$ cat src/rtl/multisim_quasi_static_pkg.sv
// Shared types and helpers for the quasi-static push mux.
package multisim_quasi_static_pkg;

  typedef enum logic [1:0] {
    IDLE = 2'd0,
    SEND = 2'd1,
    GAP  = 2'd2
  } mux_state_e;

  // $clog2 clamped to at least one bit so single-entry indices stay legal.
  function automatic int clog2_min1(input int n);
    return ($clog2(n) > 1) ? $clog2(n) : 1;
  endfunction

endpackage

$ cat src/rtl/multisim_rr_arbiter.sv
// Combinational round-robin picker: first requester after 'last', wrapping.
import multisim_quasi_static_pkg::*;

module multisim_rr_arbiter #(
  parameter  int N = 4,
  localparam int W = clog2_min1(N)
) (
  input  logic [N-1:0] req,
  input  logic [W-1:0] last,
  output logic         gnt_valid,
  output logic [W-1:0] gnt_idx
);

  logic [W-1:0] idx;

  // Walk offsets from farthest to nearest so the nearest requester wins.
  always_comb begin
    gnt_valid = 1'b0;
    gnt_idx   = '0;
    idx       = '0;
    for (int k = N; k >= 1; k--) begin
      idx = W'((int'(last) + k) % N);
      if (req[idx]) begin
        gnt_valid = 1'b1;
        gnt_idx   = idx;
      end
    end
  end

endmodule

$ cat src/rtl/multisim_quasi_static_push_mux.sv
// Pushes changed (or force-flagged) quasi-static channel values onto one
// valid/ready transport, round-robin, with an optional idle gap per transfer.
import multisim_quasi_static_pkg::*;

module multisim_quasi_static_push_mux #(
  parameter  int NUM_CHANNELS = 4,
  parameter  int DATA_WIDTH   = 32,
  parameter  int MIN_GAP      = 0,
  localparam int CH_W         = clog2_min1(NUM_CHANNELS)
) (
  input  logic                                   clk,
  input  logic                                   rst_n,
  input  logic [NUM_CHANNELS-1:0][DATA_WIDTH-1:0] ch_data,
  input  logic [NUM_CHANNELS-1:0]                ch_force,
  output logic                                   out_valid,
  input  logic                                   out_ready,
  output logic [CH_W-1:0]                        out_channel,
  output logic [DATA_WIDTH-1:0]                  out_data,
  output logic [NUM_CHANNELS-1:0]                pending,
  output logic [31:0]                            tx_count
);

  localparam int              GAP_W   = clog2_min1(MIN_GAP + 1);
  localparam logic [CH_W-1:0] LAST_CH = CH_W'(NUM_CHANNELS - 1);

  mux_state_e                              state;
  logic [GAP_W-1:0]                        gap_cnt;
  logic [CH_W-1:0]                         rr_last;
  logic [NUM_CHANNELS-1:0][DATA_WIDTH-1:0] last_sent;
  logic [NUM_CHANNELS-1:0]                 force_bit;
  logic                                    gnt_valid;
  logic [CH_W-1:0]                         gnt_idx;
  logic                                    hs;
  logic                                    grant_now;

  assign out_valid = (state == SEND);
  assign hs        = out_valid & out_ready;

  // The last gap cycle grants directly so the idle stretch is exactly MIN_GAP.
  assign grant_now = gnt_valid &
                     ((state == IDLE) | ((state == GAP) & (gap_cnt == '0)));

  always_comb begin
    pending = '0;
    for (int i = 0; i < NUM_CHANNELS; i++)
      pending[i] = (ch_data[i] != last_sent[i]) | force_bit[i];
  end

  multisim_rr_arbiter #(.N(NUM_CHANNELS)) u_arb (
    .req       (pending),
    .last      (rr_last),
    .gnt_valid (gnt_valid),
    .gnt_idx   (gnt_idx)
  );

  // Force bits come up set so every channel is synced once after reset.
  always_ff @(posedge clk or negedge rst_n) begin
    if (!rst_n) begin
      last_sent <= '0;
      force_bit <= '1;
    end else begin
      for (int i = 0; i < NUM_CHANNELS; i++) begin
        if (hs && out_channel == CH_W'(i)) begin
          last_sent[i] <= out_data;
          force_bit[i] <= ch_force[i];
        end else if (ch_force[i]) begin
          force_bit[i] <= 1'b1;
        end
      end
    end
  end

  always_ff @(posedge clk or negedge rst_n) begin
    if (!rst_n) begin
      state       <= IDLE;
      gap_cnt     <= '0;
      rr_last     <= LAST_CH;
      out_channel <= '0;
      out_data    <= '0;
      tx_count    <= '0;
    end else begin
      case (state)
        IDLE: ;
        SEND: begin
          if (out_ready) begin
            tx_count <= tx_count + 32'd1;
            if (MIN_GAP > 0) begin
              state   <= GAP;
              gap_cnt <= GAP_W'(MIN_GAP - 1);
            end else begin
              state <= IDLE;
            end
          end
        end
        GAP: begin
          if (gap_cnt != '0) gap_cnt <= gap_cnt - GAP_W'(1);
          else               state   <= IDLE;
        end
        default: state <= IDLE;
      endcase
      if (grant_now) begin
        state       <= SEND;
        out_channel <= gnt_idx;
        out_data    <= ch_data[gnt_idx];
        rr_last     <= gnt_idx;
      end
    end
  end

endmodule

$ cat config.mk
export PLATFORM = sky130hd
export DESIGN_NAME = multisim_quasi_static_push_mux
export DESIGN_NICKNAME = d
export VERILOG_FILES = /design/src/rtl/multisim_quasi_static_pkg.sv /design/src/rtl/multisim_rr_arbiter.sv /design/src/rtl/multisim_quasi_static_push_mux.sv
export SDC_FILE = /design/constraint.sdc
export NUM_CORES = 1
export LEC_CHECK = 0
export CAP_MARGIN = 20
export CORE_UTILIZATION = 52
export CTS_BUF_LIST = sky130_fd_sc_hd__clkbuf_8 sky130_fd_sc_hd__clkbuf_16
export DETAILED_ROUTE_END_ITERATION = 10
export GPL_TIMING_DRIVEN = 0
export PLACE_DENSITY = 0.81
export SKIP_LAST_GASP = 1
export SLEW_MARGIN = 15
export SYNTH_ARGS = -nofsm -noshare
export SYNTH_HDL_FRONTEND = slang
export SYNTH_SLANG_ARGS = --single-unit
$ cat constraint.sdc
create_clock -name clk -period 3.26 [get_ports clk]
set_input_delay 0.815 -clock clk [delete_from_list [all_inputs] [get_ports clk]]
set_output_delay 0.815 -clock clk [all_outputs]
set_load 0.01 [all_outputs]
## Word level (Yosys, flattened, before mapping)

Cells that the tools add are included.

| storage, ports and cells | value |
|---|---|
| input port bits | 135 |
| bits in registers | 203 |
| output and inout bits | 71 |
| word-level logic and storage cells | 89 |

| cells by class | value |
|---|---|
| bitwise logic cells | 9 |
| eq/ne operators | 12 |
| multiplexer cells | 31 |
| order comparisons | 5 |
| reduce and logical (&&, ||, !) cells | 12 |
| $add $sub $neg | 6 |

Operators by type and width:

| kind | count |
|---|---|
| 32-bit inequality test | 4 |
| 32-bit binary-select mux with 2-bit select | 1 |
| 32-bit by 1-bit adder with 32-bit output, second input constant | 1 |
| 32-bit two-way mux | 1 |
| 1-bit two-way mux | 17 |
| 2-bit by 3-bit < comparator with 1-bit output, second input constant | 5 |
| 2-bit two-way mux | 7 |
| 1-bit binary-select mux with 2-bit select | 4 |
| 2-bit nonzero test | 4 |
| 2-bit equality test, second input constant | 3 |
| 2-bit one-hot mux with 3 select lines | 1 |
| 1-bit bitwise OR | 5 |
| 2-bit by 1-bit adder with 2-bit output, second input constant | 2 |
| 2-bit adder, second input constant | 2 |
| 2-bit by 1-bit equality test with 1-bit output, second input constant | 2 |
| 1-bit logical AND | 4 |
| 2-bit logical NOT | 2 |
| 1-bit AND | 3 |
| 3-bit by 1-bit inequality test with 1-bit output, second input constant | 1 |
| 3-bit inequality test, second input constant | 1 |
| 3-bit AND reduction | 1 |
| 2-bit inequality test, second input constant | 1 |
| 2-bit AND reduction | 1 |
| 1-bit NOT | 1 |
| 1-bit subtractor, second input constant | 1 |

## Longest topological paths before layout

| depth | value |
|---|---|
| depth after elaboration | 11 |
| depth in mapped cells | 11 |
| depth with buffers taken out | 9 |

## Modules after synthesis

From an unflattened synthesis, not the netlist that was laid out.

| unflattened totals | value |
|---|---|
| cell total of the unflattened synthesis | 723 |
| area, all modules | 10221.1 µm² |

Modules (own cells, without submodules):

| module | area an instance (µm²) | instances | cells an instance |
|---|---|---|---|
| multisim_quasi_static_push_mux | 10129.7 | 1 | 709 |
| multisim_rr_arbiter | 91.3 | 1 | 14 |

## Worst setup path after synthesis

No wires, ideal clock.

| timing path | value |
|---|---|
| path kind | input port to flip-flop |
| from | in ch_data[49] (netlist name) |
| to | reg out_data[11] |
| path slack | 0.410 ns |
| setup time | 0.133 ns |
| arrival time | 2.717 ns |
| cell stages on the path | 10 |
| path through | xor2_1 nor4_1 nand4_1 nor3_4 a21bo_2 a31oi_4 buf_6 buf_4 mux2i_1 o221ai_2 |

| between the ends | value |
|---|---|
| word-level cells in the longest chain between the ends | 10 |
| elaborated cells on any way between the ends | 21 |
| those cells by class | 1 x eq/ne; 18 x mux; 2 x bitwise |

Ends and longest elaborated chain:

| element | RTL line | text |
|---|---|---|
| start: declaration | multisim_quasi_static_push_mux.sv:13 | `input logic [NUM_CHANNELS-1:0][DATA_WIDTH-1:0] ch_data,` |
| 32-bit inequality test * | multisim_quasi_static_push_mux.sv:46 | `pending[i] = (ch_data[i] != last_sent[i]) \| force_bit[i];` |
| 1-bit bitwise OR * | multisim_quasi_static_push_mux.sv:46 |  |
| 1-bit binary-select mux with 2-bit select | multisim_rr_arbiter.sv:23 | `if (req[idx]) begin` |
| 1-bit two-way mux (implied by the code) | multisim_rr_arbiter.sv:23 |  |
| 2-bit two-way mux (4 in a row) | multisim_rr_arbiter.sv:23 |  |
| 32-bit binary-select mux with 2-bit select | multisim_quasi_static_push_mux.sv:104 | `out_data <= ch_data[gnt_idx];` |
| 32-bit two-way mux (implied by the code) | multisim_quasi_static_push_mux.sv:104 |  |
| end signal: assignment | multisim_quasi_static_push_mux.sv:104 |  |
| end: declaration | multisim_quasi_static_push_mux.sv:18 | `output logic [DATA_WIDTH-1:0] out_data,` |

Mark *: on every way between the ends. The rest lies on a longest branch, timed or not. The select of a mux whose other input is x is not followed.
A chain may end at the register's enable or synchronous reset.

## Worst setup path in the final report

| timing path | value |
|---|---|
| from | in ch_data[13] (netlist name) |
| to | reg out_data[14] |

Same word-level chain as after synthesis.

==> results.cfg <==
[synthesis]
synth_edf_count = 0
synthFlopType = dfrtp_1
synth_most_common_cell = dfrtp_1
synth_compound_area_frac = 0.05679
synth.distinct_cells = 43
synth_area_per_cell_sq_um = 12.94
synth-simple-area-share = 0.07309
synthCells = 783
synth_top_area_cell = dfrtp_1
synthArstFlopShare = 1.000
synth-seq-area-share = 0.4970
netlist_area_sq_mm = 0.01013
netlist_top_cells_count = 195 x dfrtp_1, 131 x mux2_2, 93 x xor2_1
synth_xor_xnor_area_share = 0.1374
synth_top_family_by_area = multiplexers
syn_nets = 919
synth_seq_cells = 201
synth_mux_area_frac = 0.2098
synth.area.top_cells = dfrtp_1 48%, mux2_2 15%, xor2_1 8.0%, mux2i_1 6.4%, xnor2_1 5.7%
yosys_warnings = 0
synth-adder-area-share = 0.001235
synth_top_cell_area_share = 0.4815

[clock_network]
clk_latency_ns = 0.51
cts.sinks = 201
clk_pin_slew_ns = 0.06
cts_buffers = 22
htreeDepth = 1
clk_path_buf_depth = 3
cts_tree = done
holdBufCountCts = 0
clock-root-buffer = clkbuf_16

[placed_design]
pre_cts_ws_ns = -0.8871
portBuffers = 205
dp_cells = 1249
gp_congestion = 0.9134
hpwl_microns = 22280

[global_route]
grt_antenna_before_repair = 0
grt_start_max_net_pins = 103
grt.total_usage = 0.3191
grt_pass1_wl_microns = 47020
overflow = 0
grt_pass1_vias = 7781

[timing]
clock_skew_ns = 0.01021
postLayoutSetupSlackWorst_ns = -0.1111
rsz0062_at_grt = true
timing.final.hold_violations = 0
timing.setup.tns_ns = -1.845
setup_viol = 34
worst_pin_slew_ns = 0.8664
max-slew-margin-rel = 0.4224
finalCritPeriodShare = 1.034
finalMaxSlewViolations = 0
fmax_ghz = 0.2966
fin_crit_ns = 3.371

[detailed_routing]
wirelength_microns = 32200
wl_per_cell_microns = 24.69
ant_nets = 0
drc = 0
routed_via_density = 5.776
firstDrtPassIters = 5
drt_iter0_markers = 542
vias = 7532

[floorplanning]
dieArea_sq_mm = 0.02005
io_pins = 206
die_w_microns = 141.6
rows = 50
core_area_sq_mm = 0.01889
die_h_microns = 141.6
start_util = 0.5364

[finish]
fin_nets = 1165
stdcell_count = 1304
final_util = 0.7510
area_growth_pct = 40.00
antennaDiodeCount = 0
drive_above_1_share = 0.3170

[power_and_ir_drop]
powerDensity_mw_per_mm2 = 921.0
ir_worst_vdd_mv = 0.6551
p_total_mw = 13.07
power.leakage_nw = 6.463

[setup_path]
cp_data_arrival_time_ns = 3.76
critPathMaxFanout = 10
crit_path_end_kind = register
rrSetupSlack_ns = 0.13
required_ns = 3.64
cp-start-kind = input port
critPathKind = in2reg

[hold_path]
hp-class = in2async

[status]
violations = negative setup slack
status = finished with violations

[run]
maxCapViolations = 0
==> flip-flops by register name, indices dropped and copies added (netlist names) <==
name         flops
out_data        32
force_bit        4
state            1
last_sent      128
tx_count        32
out_channel      2
rr_last          2
==> report_power, final <==
part / switching, mW / internal, mW
registers: 1.01 / 3.53
clock network: 0.994 / 1.43
logic: 2.93 / 3.17
total: 4.93 / 8.14
==> metal layers <==
metal	wire length (microns)	GRT usage	share of wire	vias to the layer above
li1	-	-	-	3271
met1	13680	0.4485	0.42	3831
met2	15120	0.5105	0.47	360
met3	2278	0.04387	0.071	70
met4	1120	0.1104	0.035	0
met5	0	0	0	-
==> critical path, stage by stage <==
cell and delay [ns]:
clkdlybuf4s50_1 0.45, xnor2_1 0.31, nand4_1 0.26, nor3_2 0.31, nand3_2 0.14, buf_4 0.17, a21bo_2 0.23, a31oi_4 0.25
buf_4 0.33, mux2i_1 0.33, o221ai_2 0.12
==> worst paths after layout <==
| kind | depth (start not counted) | end | from |
|---|---|---|---|
| worst min-delay path | 1 | last_sent[72] | rst_n |
| worst max register to register | 10 | out_data[14] | last_sent[49] |
| max in group asynchronous | 2 | tx_count[9] | rst_n |
| min in group clk | 1 | tx_count[31] | tx_count[31] |
| worst max-delay path | 11 | out_data[14] | ch_data[13] |
| worst min register to register | 1 | tx_count[31] | tx_count[31] |
==> through the flow <==
| step | instance area [sq um] | hold WS [ns] |
|---|---|---|
| after floorplan | 10130 | 0.4556 |
| after global placement | 12510 | 0.4613 |
| after detailed placement | 12540 | 0.4667 |
| after CTS | 13600 | 0.3823 |
| after global routing | 14190 | 0.4113 |
| final | 14190 | 0.3439 |
==> cells in the final DEF, fill, tap and decap left out, types with 4 or more instances in the layout <==
| master | instances |
|---|---|
| dfrtp_1 | 195 |
| mux2_2 | 131 |
| clkdlybuf4s50_1 | 121 |
| xor2_1 | 66 |
| xnor2_1 | 51 |
| mux2i_1 | 50 |
| nand2_1 | 43 |
| dlymetal6s2s_1 | 39 |
| dlygate4sd2_1 | 38 |
| o221ai_2 | 28 |
| xor2_2 | 27 |
| clkbuf_16 | 25 |
| buf_4 | 20 |
| nand4_1 | 19 |
| nand3_1 | 18 |
| xnor2_2 | 15 |
| inv_1 | 15 |
| clkbuf_1 | 14 |
| nor4_2 | 9 |
| mux2i_4 | 9 |
| nor4_4 | 8 |
| nor3_1 | 7 |
| clkbuf_8 | 7 |
| buf_12 | 6 |
| mux2i_2 | 6 |
| dfstp_2 | 6 |
| nor2_1 | 5 |
| and3_1 | 5 |
| nor3_2 | 4 |
| o221ai_1 | 4 |
==> cell type report <==
type | instances | area (sq um)
multi-input cells | 539 | 5524
flip-flops and latches | 201 | 5037
fillers | 1195 | 4705
repair buffers | 222 | 2271
clock buffers | 30 | 671.9
well taps | 260 | 325.3
plain buffers | 32 | 281.5
inverters | 11 | 41.29
clock inverters | 9 | 36.28
==> timing repair <==
action / in CTS / in global routing
gates resized for setup: 118 / 110
pin swaps: 30 / 22
setup endpoints to repair: 41 / 42
gates cloned: 0 / 2
setup buffers: 7 / 6
==> kinds of logic (layout without fill, tap and decap cells) <==
kind of cell	Yosys count	count (layout)
simple gates	138	138
compound gates	45	45
buf+inv	43	304
xor+xnor	159	159
fa+ha+maj	1	1
mux	196	196
flops	201	201
(Power assumes the default switching activity.)
